$ cat src/rtl/rst_seq_ctrl.sv
// Reset sequencer: releases NUM_OUTS domain resets one at a time after a
// programmable gap, and replays the sequence after an accepted soft request.
module rst_seq_ctrl #(
    parameter int unsigned NUM_OUTS  = 3,
    parameter int unsigned DLY_CYC   = 16,
    parameter int unsigned SOFT_HOLD = 8
) (
    input  logic                CLK,
    input  logic                RST,
    input  logic                SOFT_RST_REQ,
    output logic [NUM_OUTS-1:0] SEQ_RST_N,
    output logic                RST_DONE,
    output logic                SOFT_ACK
);

    localparam int unsigned MAX_CYC = (DLY_CYC > SOFT_HOLD) ? DLY_CYC : SOFT_HOLD;
    localparam int unsigned CNT_W   = $clog2(MAX_CYC) + 1;
    localparam int unsigned IDX_W   = $clog2(NUM_OUTS + 1);

    localparam logic [CNT_W-1:0] DLY_LAST  = CNT_W'(DLY_CYC - 1);
    localparam logic [CNT_W-1:0] SOFT_LAST = CNT_W'(SOFT_HOLD - 1);
    localparam logic [IDX_W-1:0] IDX_LAST  = IDX_W'(NUM_OUTS - 1);

    typedef enum logic [1:0] {
        ST_HOLD = 2'd0,
        ST_DONE = 2'd1,
        ST_SOFT = 2'd2
    } state_t;

    state_t              r_state;
    logic [CNT_W-1:0]    r_cnt;
    logic [IDX_W-1:0]    r_idx;
    logic [NUM_OUTS-1:0] r_seq_rst_n;
    logic                r_rst_done;
    logic                r_soft_ack;

    state_t              w_state_nxt;
    logic [CNT_W-1:0]    w_cnt_nxt;
    logic [IDX_W-1:0]    w_idx_nxt;
    logic [NUM_OUTS-1:0] w_seq_nxt;
    logic                w_done_nxt;
    logic                w_ack_nxt;
    logic [NUM_OUTS-1:0] w_rel_mask;

    // One-hot mask of the domain released next
    always_comb begin
        w_rel_mask = '0;
        for (int k = 0; k < int'(NUM_OUTS); k++) begin
            w_rel_mask[k] = (r_idx == IDX_W'(k));
        end
    end

    // State and output registers; RST overrides every other event
    always_ff @(posedge CLK) begin
        if (!RST) begin
            r_state     <= ST_HOLD;
            r_cnt       <= '0;
            r_idx       <= '0;
            r_seq_rst_n <= '0;
            r_rst_done  <= 1'b0;
            r_soft_ack  <= 1'b0;
        end else begin
            r_state     <= w_state_nxt;
            r_cnt       <= w_cnt_nxt;
            r_idx       <= w_idx_nxt;
            r_seq_rst_n <= w_seq_nxt;
            r_rst_done  <= w_done_nxt;
            r_soft_ack  <= w_ack_nxt;
        end
    end

    // Next-state and next-output logic
    always_comb begin
        w_state_nxt = r_state;
        w_cnt_nxt   = r_cnt;
        w_idx_nxt   = r_idx;
        w_seq_nxt   = r_seq_rst_n;
        w_done_nxt  = r_rst_done;
        w_ack_nxt   = 1'b0;

        case (r_state)
            ST_HOLD: begin
                if (r_cnt == DLY_LAST) begin
                    w_cnt_nxt = '0;
                    w_idx_nxt = r_idx + IDX_W'(1);
                    w_seq_nxt = r_seq_rst_n | w_rel_mask;
                    if (r_idx == IDX_LAST) begin
                        w_done_nxt  = 1'b1;
                        w_state_nxt = ST_DONE;
                    end
                end else begin
                    w_cnt_nxt = r_cnt + CNT_W'(1);
                end
            end
            ST_DONE: begin
                if (SOFT_RST_REQ) begin
                    w_seq_nxt   = '0;
                    w_done_nxt  = 1'b0;
                    w_ack_nxt   = 1'b1;
                    w_cnt_nxt   = '0;
                    w_state_nxt = ST_SOFT;
                end
            end
            ST_SOFT: begin
                if (r_cnt == SOFT_LAST) begin
                    w_state_nxt = ST_HOLD;
                    w_cnt_nxt   = '0;
                    w_idx_nxt   = '0;
                end else begin
                    w_cnt_nxt = r_cnt + CNT_W'(1);
                end
            end
            default: begin
                w_state_nxt = ST_HOLD;
                w_cnt_nxt   = '0;
                w_idx_nxt   = '0;
                w_seq_nxt   = '0;
                w_done_nxt  = 1'b0;
            end
        endcase
    end

    assign SEQ_RST_N = r_seq_rst_n;
    assign RST_DONE  = r_rst_done;
    assign SOFT_ACK  = r_soft_ack;

endmodule

$ cat config.mk
export PLATFORM = sky130hd
export DESIGN_NAME = rst_seq_ctrl
export DESIGN_NICKNAME = d
export VERILOG_FILES = /design/src/rtl/rst_seq_ctrl.sv
export SDC_FILE = /design/constraint.sdc
export NUM_CORES = 1
export LEC_CHECK = 0
export ABC_AREA = 1
export CORE_AREA = 2 2 41 43
export DETAILED_ROUTE_END_ITERATION = 8
export DIE_AREA = 0 0 43 45
export PLACE_DENSITY = 0.73
export RECOVER_POWER = 100
export SYNTH_ARGS = -nofsm -noshare
export SYNTH_HDL_FRONTEND = slang
export SYNTH_SLANG_ARGS = --single-unit
$ cat constraint.sdc
create_clock -name CLK -period 1.7 [get_ports CLK]
set_clock_uncertainty 0.15 [all_clocks]
set_input_delay 0.34 -clock CLK [delete_from_list [all_inputs] [get_ports CLK]]
set_output_delay 0.34 -clock CLK [all_outputs]
set_load 0.02 [all_outputs]
==> results by group <==
Timing
  • Final setup violating endpoints: 0
  • Setup TNS: 0 ns
  • Worst Tran Pin Value: 0.2511 ns
  • Max Transition Viols Final: 0
  • Crit share post-route: 0.9395
  • Relative slew margins: 0.8321
  • Min cycle time layout: 1.597 ns
  • Min Hold Slack: 0.2973 ns
  • Final Hold Vio Count: 0
  • Max frequency: 626.1 MHz
  • RSZ-0062 raised after global routing: false

Global route
  • Busiest grt layer: met2
  • Vias in the first global route: 479
  • Initial antenna violation count: 0
  • GRT Residual Overflow: 0
  • Largest net degree at the start of global routing: 9
  • Grt met1 use: 0.1791
  • Grt met2 use: 0.1909
  • GR Layer Usage met3: 0.03600
  • First-pass GRT wire length: 1911 um
  • Total track usage: 0.1379

Critical path
  • Critical setup path kind: reg -> reg
  • WP data required: 1.71 ns
  • Slowest CP cell: dfxtp_2
  • CP Capture Type: flip-flop
  • CP max FO: 3
  • Most used cell, CP: a21oi_1
  • CP max stage delay: 0.33 ns
  • Startpoint class of the critical path: flip-flop
  • Crit path cell chain: ha_1 > nand2_2 > nor2_4 > ha_2 > a21oi_1 > nor2_2 > nand2_1 > a21oi_1
  • Worst EP arrival: 1.61 ns

Cells and area
  • Register area: 282.8 sq um
  • Commonest cells after routing, fill and taps aside: nand2_1 (16), inv_1 (14), dfxtp_1 (12)
  • Fillers: 146
  • Ant. Diodes: 0
  • Post-layout net count: 113
  • Commonest non-fill, non-tap cell in the layout: nand2_1
  • Footprint of the multi-input gates: 352.8 sq um
  • Area Overhead vs Synth: 19.02%
  • Share of layout cells above drive strength 1: 0.1961
  • Fin util: 0.5587

Clock tree
  • Clock slew at reported path FFs: 0.08 ns
  • CTS max path bufs: 2
  • Inserted Clock Buffers: 3
  • H-Tree Depth: 1
  • Clock Sinks: 14
  • Skew-Pair Late Insertion Delay: 0.27 ns
  • CTS tree: built
  • Root buffer cell: clkbuf_4
  • Postcts setup bufs: 0

Power
  • Pwr dens: 670.4 nW/um^2
  • VDD IR max: 0.3447 mV
  • Static Leak: 0.3549 nW

Run
  • Max cap viols: 0

Die
  • Initial Utilization: 0.4694
  • Placeable Area: 1471 sq um
  • Full die area: 1935 sq um
  • I/O Pins: 8
  • Die Y: 45 um
  • Std-Cell Rows: 14
  • Die Width: 43 um

Placed design
  • DPL Wire Length: 892.2 um
  • Routability cong.: 0.8133
  • Port bufs: 7

Routing
  • Post-DRT Antenna Nets: 0
  • 1st-iter DRT viols: 4
  • Detailed-route vias per instance: 4.839
  • Iteration count of the initial detailed-routing pass: 4
  • Drt wl/cell: 9.712 um
  • Final WL: 1146 um
  • DRC Markers: 0
  • Total number of vias: 571

Logic synthesis
  • Syn_nets: 99
  • Post-Syn Instances: 90
  • Seq cells post-synth: 14
  • Count of cell types in the netlist: 20
  • Sequential area share after synthesis: 0.4058
  • Mapped Area: 690.7 sq um
  • Mean post-synth cell area: 7.674 sq um
  • Number of synthesis warnings: 0

Hold path
  • Min-delay worst type: reg -> reg

Run status
  • Status: finished clean
[power by group]
part / switching (mW) / leakage (nW) / internal [mW]
registers: 0.00496 / 0.114 / 0.335
logic: 0.0175 / 0.227 / 0.0137
clock network: 0.0983 / 0.0138 / 0.0819
[final timing paths]
path,startpoint,end,slack (ns),depth (start not counted)
worst max-delay path,r_cnt[0],SEQ_RST_N[2],0.10,8
worst min register to register,SEQ_RST_N[2],SEQ_RST_N[2],0.30,2
worst min-delay path,SEQ_RST_N[2],SEQ_RST_N[2],0.30,2
worst max register to register,r_cnt[0],SEQ_RST_N[2],0.10,8
[metrics by stage]
stage / setup WS [ns] / cells / instance area, sq um / power, mW
2_1_floorplan: 0.1376 / 90 / 690.7 / 0.3630
3_3_place_gp: 0.09791 / 115 / 795.8 / 0.3771
6_report: 0.1028 / 118 / 822.0 / 0.5511
5_1_grt: 0.01278 / 118 / 822.0 / 0.5814
4_1_cts: 0.02077 / 118 / 813.3 / 0.5617
3_5_place_dp: 0.07564 / 115 / 795.8 / 0.3779
[Yosys cell counts (all sizes together)]
| library cell | n | area (sq um) |
|---|---|---|
| a21oi | 12 | 63.81 |
| clkinv | 1 | 3.750 |
| inv | 17 | 66.32 |
| a31oi | 1 | 6.260 |
| nand2 | 19 | 76.32 |
| or2 | 1 | 6.260 |
| ha | 6 | 75.07 |
| a22oi | 1 | 7.510 |
| nand3 | 5 | 25.02 |
| dfxtp | 14 | 280.3 |
| o21ai | 5 | 28.77 |
| nor2 | 8 | 51.30 |
[routing by layer]
layer	vias up	wire [um]	part of all wire
li1	311	-	-
met1	251	576	0.50
met2	7	503	0.44
met3	2	46	0.040
met4	0	19	0.017
met5	-	0	0
[registers in the layout (all words and copies together), names as in the netlist]
signal,count
r_cnt,5
SOFT_ACK,1
RST_DONE,1
r_idx,2
SEQ_RST_N,3
r_state,2
[cell type report]
cell class,count,share of cell area
clock buffers,3,0.02740
repair buffers,9,0.08980
flip-flops and latches,14,0.3440
well taps,16,0.02435
inverters,18,0.08524
multi-input cells,58,0.4292
[logic make-up after synthesis]
family | synth area share
AOI/OAI and AO/OA | 0.1540
buffers and inverters | 0.1015
DFF | 0.4058
and+or+nand+nor | 0.2301
adders and majority gates | 0.1087
[critical path, delay by kind of cell, from the launching register on]
kind	cells	cell delay (ns)
AO/OA/AOI/OAI	2	0.29
AND/OR/NAND/NOR	4	0.31
adder cells (fa/ha/maj)	2	0.40
flip-flops	1	0.33
[what timing repair did]
action,4_1_cts,5_1_grt
hold buffers,0,0
resized for setup,4,8
hold endpoints to repair,0,0
gates cloned,0,0
pin swaps,0,1
endpoints found under the setup margin,4,11
(Power assumes the default switching activity.)
